**src/rtl/mux_rr_sched_pkg.sv**
```systemverilog
// mux_rr_sched_pkg: shared defaults, FSM encoding and one-hot helper for the round-robin mux scheduler
package mux_rr_sched_pkg;
  localparam int DEF_N        = 16;
  localparam int DEF_SEL_W    = 4;
  localparam int DEF_HOLD_MAX = 8;
  localparam int DEF_CNT_W    = 3;
  typedef enum logic {IDLE = 1'b0, BUSY = 1'b1} state_t;
  function automatic int onehot_idx(input logic [63:0] v);
    int r;
    r = 0;
    for (int i = 0; i < 64; i++) if (v[i]) r |= i;
    return r;
  endfunction
endpackage

```
**src/rtl/mux_rr_sched_rr_pick.sv**
```systemverilog
// rr_pick: combinational round-robin winner search starting at ptr, wrapping modulo N
module rr_pick #(
  parameter int N     = 16,
  parameter int SEL_W = 4
) (
  input  logic [N-1:0]     req,
  input  logic [SEL_W-1:0] ptr,
  output logic             found,
  output logic [SEL_W-1:0] win_idx
);
  logic [N-1:0] rot;
  logic [SEL_W-1:0] off;
  assign rot = N'({req, req} >> ptr);
  always_comb begin
    off = '0;
    for (int i = N - 1; i >= 0; i--) if (rot[i]) off = SEL_W'(i);
  end
  assign found   = |req;
  assign win_idx = ptr + off;
endmodule

```
**src/rtl/mux_rr_sched.sv**
```systemverilog
// mux_rr_sched: round-robin scheduler driving the shared 16:1 mux select with bounded grant tenure
module mux_rr_sched
  import mux_rr_sched_pkg::*;
#(
  parameter int N        = DEF_N,
  parameter int SEL_W    = DEF_SEL_W,
  parameter int HOLD_MAX = DEF_HOLD_MAX,
  parameter int CNT_W    = DEF_CNT_W
) (
  input  logic             clk,
  input  logic             rst_n,
  input  logic             en,
  input  logic [N-1:0]     req,
  output logic [SEL_W-1:0] sel,
  output logic [N-1:0]     grant,
  output logic             grant_valid,
  output logic [CNT_W-1:0] tenure
);
  state_t state;
  logic [SEL_W-1:0] ptr, pick_ptr, win_idx;
  logic found, rel;
  // while busy, the hand-over search starts just past the grantee, which is the post-release ptr
  assign pick_ptr = (state == BUSY) ? sel + SEL_W'(1) : ptr;
  assign rel      = !en || !req[sel] || tenure == CNT_W'(HOLD_MAX - 1);
  rr_pick #(.N(N), .SEL_W(SEL_W)) u_pick (
    .req    (req),
    .ptr    (pick_ptr),
    .found  (found),
    .win_idx(win_idx)
  );
  always_ff @(posedge clk or negedge rst_n) begin
    if (!rst_n) begin
      state       <= IDLE;
      ptr         <= '0;
      sel         <= '0;
      grant       <= '0;
      grant_valid <= 1'b0;
      tenure      <= '0;
    end else if (state == IDLE || rel) begin
      if (state == BUSY) ptr <= sel + SEL_W'(1);
      tenure <= '0;
      if (en && found) begin
        state       <= BUSY;
        sel         <= win_idx;
        grant       <= {{(N-1){1'b0}}, 1'b1} << win_idx;
        grant_valid <= 1'b1;
      end else begin
        state       <= IDLE;
        grant       <= '0;
        grant_valid <= 1'b0;
      end
    end else begin
      tenure <= tenure + CNT_W'(1);
    end
  end
  a_valid : assert property (@(posedge clk) disable iff (!rst_n) grant_valid == |grant);
  a_sel : assert property (@(posedge clk) disable iff (!rst_n)
    grant_valid |-> sel == SEL_W'(onehot_idx(64'(grant))));
endmodule

```
**config.mk**
```make
export PLATFORM = sky130hd
export DESIGN_NAME = mux_rr_sched
export DESIGN_NICKNAME = d
export VERILOG_FILES = /design/src/rtl/mux_rr_sched_pkg.sv /design/src/rtl/mux_rr_sched_rr_pick.sv /design/src/rtl/mux_rr_sched.sv
export SDC_FILE = /design/constraint.sdc
export NUM_CORES = 1
export LEC_CHECK = 0
export ABC_CLOCK_PERIOD_IN_PS = 9140
export CORE_MARGIN = 10
export CORE_UTILIZATION = 59
export DETAILED_ROUTE_END_ITERATION = 10
export PLACE_DENSITY = 0.95
export SETUP_SLACK_MARGIN = 0.4
export SLEW_MARGIN = 20
export SYNTH_ARGS = -nofsm -noshare
export SYNTH_HDL_FRONTEND = slang
export SYNTH_HIERARCHICAL = 1
export SYNTH_SLANG_ARGS = --single-unit
export TNS_END_PERCENT = 50
```
**constraint.sdc**
```tcl
create_clock -name clk -period 9.14 [get_ports clk]
set_input_delay 1.828 -clock clk [delete_from_list [all_inputs] [get_ports clk]]
set_output_delay 1.828 -clock clk [all_outputs]
set_load 0.02 [all_outputs]
```
==> metrics, run 1 <==
outcome=complete, no violations; Avg WL per Cell=about 21 um; largest family of logic cells by synthesized area=multiplexers; Vias=around 2,100; clock transition at the registers of the reported paths=0.09 ns; clock skew=0.00390 ns; dpl hpwl=approximately 5100 um; core box area=0.00441 sq mm; gr usage total=between 10% and 20%; post_cts resized=0; CP endpoint kind=flip-flop; ys async rst share=100%; Hold WC Path Type=flip-flop to flip-flop; Tightest Pin Transition=approximately 0.61 ns; via/cell ratio=about 6.7; Post-Synth Simple-Gate Area=between 10% and 20%; initial DRC count=137; CP max-delay cell=mux4_1; Synth cell types=51; Synth Area in Compound Gates=under 10%; critical path class=primary input to flip-flop; count of final hold-check violations=0; Worst setup SP type=primary input; Synth Area in XOR/XNOR=under 10%; largest net degree at the start of global routing=29; Die H=87.9 um; layout cells sized above 1=24.9%; number of flops mapped to enable cells by yosys=0; syn nets=around 250; hold_sp=tenure[0]; fin crit share=a little over three fifths; Non-Filler Instances=313; worst r2r src=sel[0]; initial antenna violation count=0; die area=between 0.007 and 0.008 sq mm; sequential cell area fraction in the yosys report=~26%; setup TNS=0 ns; cts hold-fix bufs=0; CTS Buffer Depth=2; post-synthesis adder-cell area fraction=3.50%; clock sinks=28; CTS tree=yes; Final WS setup=around 3.4 ns; Post-Syn Area=between 0.002 and 0.003 sq mm; Die Wd=a little under 90 um; Root Driver=clkbuf_8; vias in the first global route=2,092; Total Wirelength=6460 um; Crit Path Max Fanout=8; DP Worst Slack=around 3.1 ns; RSZ-0062 raised after global routing=no; 1st-pass router iterations=4; gr ovfl total=0; Worst-Skew Late Latency=between 0.2 and 0.3 ns; Avg Cell Area, Syn=12.2 sq um; PortBufs=42; Initial Util=61.6%; Max Cap Viol=0; Worst EP required=roughly 9.3 ns; Crit path max-delay family=multiplexers; top-level port count=43; H-tree levels=1; mux contribution to synthesized area=a little under half; number of diodes=0; Placed Cells=between 300 and 400; Buf+Inv Stages, Crit Path=1; CTS Buf Count=3; Post-Syn Instances=roughly 220; # DRC=0; routability cong.=~0.95; final setup fails=0; Crit path largest cell delay=between 0.6 and 0.7 ns; synthesis-to-finish area growth=16.4%; fin nets=289; FP Rows=24; Slew HR=59.4%; Synth Warn #=6; critical path arrival=a little under 6 ns; crit path from=req[10]; CP Cell Sequence=clkdlybuf4s50_1 -> mux4_1 -> mux2_2 -> mux2i_1 -> o311ai_0 -> a311oi_1 -> o31ai_1 -> ha_1 -> fa_1 -> xor2_1 -> nand2b_1 -> nor2_1 -> mux2_4; number of synthesized register bits=28; min Tclk post-route=between 5 and 6 ns; final antenna-violating net count=0; highest clock rate=0.174 GHz; post-CTS setup buffer count=0; Final Slew Violations=0; most frequently used flop master after synthesis=dfrtp_1; first-pass GRT wire length=roughly 11,000 um
-- cell usage after synthesis, types with 3 or more instances --
master	count	area, sq um
a21oi_1	5	25.0
and2_1	3	18.8
buf_12	3	60.1
buf_2	4	20.0
dfrtp_1	28	701
ha_1	6	75.1
inv_1	4	15.0
mux2_2	14	158
mux2_4	18	270
mux2i_1	21	210
mux4_1	8	210
mux4_2	16	360
nand2_1	13	48.8
nand2b_1	4	25.0
nand3_1	4	20.0
nand4_1	3	18.8
nor2_1	19	71.3
nor3_1	4	20.0
nor4_1	4	25.0
xnor2_1	4	35.0
-- cell usage in the layout (no fill, tap or decap), types with 2 or more instances in the layout --
cell | netlist | layout
a21oi_1 | 5 | 5
and2_1 | 3 | 3
mux2_2 | 14 | 14
mux2_4 | 18 | 18
nor3_1 | 4 | 4
inv_1 | 4 | 4
mux2_1 | 2 | 2
mux2i_1 | 21 | 21
nor2b_1 | 2 | 2
nor4_1 | 4 | 4
clkbuf_8 | 0 | 3
mux4_2 | 16 | 16
nand2_1 | 13 | 13
a22oi_1 | 2 | 2
or3_1 | 2 | 2
dfrtp_1 | 28 | 28
nand4_1 | 3 | 3
nand3_2 | 2 | 2
ha_1 | 6 | 6
nand2b_1 | 4 | 4
xnor2_1 | 4 | 4
nor2_1 | 19 | 19
or2_1 | 2 | 2
buf_4 | 0 | 4
mux4_1 | 8 | 8
clkdlybuf4s50_1 | 0 | 42
nand3_1 | 4 | 4
-- worst register-to-register path: cells and delay by family, from the launching register on --
| kind | cells | cell delay, ns |
|---|---|---|
| AOI/OAI and AO/OA | 4 | 0.70 |
| xor gates and xnor gates | 2 | 0.45 |
| adders and majority gates | 2 | 0.68 |
| DFF | 1 | 0.60 |
| muxes | 4 | 2.04 |
| and+or+nand+nor | 4 | 0.70 |
-- per-stage QoR --
stage	utilization (%)	instance area, sq um	hold slack, ns
finish	71.7	3170	0.472
global route	71.7	3170	0.491
CTS	71.7	3170	0.474
detailed placement	70.8	3120	0.450
global placement	70.8	3120	0.457
floorplan	-	2720	0.477
-- registers in the layout, summed over array words and instances, names as in the netlist --
signal,cells
grant,16
grant_valid,1
ptr,4
sel,4
tenure,3
-- worst paths after layout --
check	cells past startpoint	endpoint	slack (ns)
worst max-delay path	13	grant[10]	3.38
worst min-delay path	1	tenure[0]	0.47
worst max register to register	16	grant[1]	3.87
worst min register to register	1	tenure[0]	0.47
max in group asynchronous	2	grant[4]	6.94
min in group asynchronous	2	grant[10]	1.94
-- per-layer routing --
layer	GRT usage [%]	share of wire (%)	routed length, um	up-vias
met2	27.6	50	3220	79
met5	0	0	0	-
met3	3.81	6.1	395	11
li1	-	-	-	946
met1	22.3	43	2750	1048
met4	4.35	1.3	85	0
-- kinds of logic (layout without fill, tap and decap cells) --
group / count (synthesis) / after routing
flops: 28 / 28
buf+inv: 16 / 54
simple gates: 70 / 70
compound gates: 18 / 18
mux: 79 / 79
fa+ha+maj: 7 / 7
xor+xnor: 5 / 5
-- cell type report --
cell class                 count  area (sq um)
sequential                    28           701
tap                           52          65.1
fill                         310          1250
multi-input combinational    179          1890
inverter                       5          18.8
timing repair buffer          46           450
clock buffer                   3          41.3
Power of run 1 is not shown: default switching activity piles up to over one toggle a cycle in this logic, so the estimate is an artifact.
==> inputs of run 2 (changes only) <==
--- a/config.mk
+++ b/config.mk
@@ -5,11 +5,11 @@
 export SDC_FILE = /design/constraint.sdc
 export NUM_CORES = 1
 export LEC_CHECK = 0
-export ABC_CLOCK_PERIOD_IN_PS = 9140
+export ABC_CLOCK_PERIOD_IN_PS = 5600
 export CORE_MARGIN = 10
-export CORE_UTILIZATION = 59
+export CORE_UTILIZATION = 55
 export DETAILED_ROUTE_END_ITERATION = 10
-export PLACE_DENSITY = 0.95
+export PLACE_DENSITY = 0.91
 export SETUP_SLACK_MARGIN = 0.4
 export SLEW_MARGIN = 20
 export SYNTH_ARGS = -nofsm -noshare
==> constraint.sdc (replaced) <==
create_clock -name clk -period 5.6 [get_ports clk]
set_input_delay 1.12 -clock clk [delete_from_list [all_inputs] [get_ports clk]]
set_output_delay 1.12 -clock clk [all_outputs]
set_load 0.02 [all_outputs]
==> metrics, run 2 (synthesis gave the netlist of run 1 again) <==
outcome=complete, no violations (unchanged); CP endpoint kind=flip-flop (unchanged); Die Wd=90.3 um (was 87.9 um); gr usage total=16.5% (was 17.0%); gr busiest metal=met2 (unchanged); initial DRC count=150 (was 137); Die H=90.3 um (was 87.9 um); first-pass GRT wire length=11,400 um (was 10,600 um); highest clock rate=0.197 GHz; Worst-Skew Late Latency=0.28 ns (about the same); # DRC=0 (unchanged); Top Registers=grant (16), ptr (4), sel (4) (unchanged); vias in the first global route=2,135 (was 2,092); CTS Buffer Depth=2 (unchanged); clock skew=0.00561 ns (was 0.00390 ns); Avg WL per Cell=21.1 um (was 20.6 um); count of final hold-check violations=0 (unchanged); Slew HR=66.6% (was 59.4%); clock transition at the registers of the reported paths=0.09 ns (about the same); gr ovfl total=0 (unchanged); dpl hpwl=5170 um (was 5100 um); FP Rows=25 (was 24); RSZ-0062 raised after global routing=no (unchanged); PortBufs=42 (unchanged); top-level port count=43 (unchanged); die area=0.00816 sq mm (was 0.00772 sq mm); via/cell ratio=6.38 (was 6.66); post-CTS setup buffer count=0 (unchanged); core box area=0.00475 sq mm (was 0.00441 sq mm); critical path arrival=5.31 ns (was 5.92 ns); M1 GR Usage=21.2% (was 22.3%); Worst EP required=5.83 ns (was 9.30 ns); setup TNS=0 ns (unchanged); met3 Use GR=2.41% (was 3.81%); min Tclk post-route=around 5.1 ns; final setup fails=0 (unchanged); Root Driver=clkbuf_8 (unchanged); fin crit share=between 90% and 100%; global-route track usage on met2=28.2% (was 27.6%); Hold WC Path Type=flip-flop to flip-flop (unchanged); layout cells sized above 1=30.0% (was 24.9%); Total Wirelength=6970 um (was 6460 um); H-tree levels=1 (unchanged); Tightest Pin Transition=0.488 ns (was 0.606 ns); 1st-pass router iterations=4 (unchanged); number of diodes=0 (unchanged); Initial Util=57.2% (was 61.6%); critical path class=primary input to flip-flop (unchanged); CTS Buf Count=3 (unchanged); Biggest register=grant (unchanged); Fillers=356 (was 310); synthesis-to-finish area growth=19.2% (was 16.4%); fin nets=290 (was 289); Vias=2,107 (was 2,084); final antenna-violating net count=0 (unchanged); max reg flops=16 (unchanged); Crit Path Max Fanout=6 (was 8); clock sinks=28 (unchanged); CTS tree=yes (unchanged); most common cell after layout, fill and taps aside=clkdlybuf4s50_1 (unchanged); routability cong.=0.924 (was 0.946); commonest cells after routing, fill and taps aside=clkdlybuf4s50_1, dfrtp_1, mux4_2, mux2i_1 (was clkdlybuf4s50_1, dfrtp_1, mux2i_1, nor2_1, mux2_4); largest net degree at the start of global routing=29 (unchanged); Max Cap Viol=0 (unchanged); Worst setup SP type=primary input (unchanged); Final Slew Violations=0 (unchanged); initial antenna violation count=0 (unchanged)
-- run 2: worst max-delay path, stage by stage --
cell and delay [ns]:
clkdlybuf4s50_1 0.56, mux4_2 0.57, mux4_2 0.50, or2_4 0.29, nor2_1 0.17, o21ai_1 0.12
a41oi_2 0.25, ha_1 0.27, a21o_1 0.16, a21oi_1 0.19, xnor2_1 0.19, xnor2_2 0.15
or3_1 0.43, nor3_1 0.17, mux2_4 0.17
-- run 2: path summary, 6_finish.rpt --
path	from	end	slack, ns	depth (start not counted)
max in group asynchronous	rst_n	ptr[3]	4.14	2
min reg2reg	tenure[0]	tenure[0]	0.47	1
max reg2reg	sel[1]	grant[0]	0.65	18
min	tenure[0]	tenure[0]	0.47	1
max	req[1]	grant[0]	0.52	15
min in group asynchronous	rst_n	grant[5]	1.20	2
-- run 2: per-layer routing --
layer / vias up / share of wire [%]
li1: 942 / -
met1: 1080 / 42
met2: 70 / 52
met3: 15 / 4.0
met4: 0 / 1.8
met5: - / 0
-- run 2: timing repair --
item                       4_1_cts  5_1_grt
hold buffers                     0        0
resized for setup                0       14
setup endpoints to repair        0       16
-- run 2: final cells by class --
type	count	area [sq um]	area share, %
Clock buffer	3	41.3	1.27
Clock inverter	1	30.0	0.927
Inverter	5	22.5	0.695
Multi-Input combinational cell	179	1900	58.6
Sequential cell	28	701	21.6
Tap cell	67	83.8	2.59
Timing Repair Buffer	47	462	14.2
-- run 2: stage by stage --
step                      setup slack [ns]  instance area [sq um]  hold slack [ns]  std cells  util [%]
after floorplan                      0.865                   2720            0.477        223         -
after global placement               0.383                   3150            0.454        326      66.3
after detailed placement             0.152                   3150            0.458        326      66.3
after CTS                            0.412                   3220            0.473        330      67.8
after global routing                 0.351                   3240            0.489        330      68.2
final                                0.519                   3240            0.471        330      68.2
Power of run 2 is left out for the same reason.
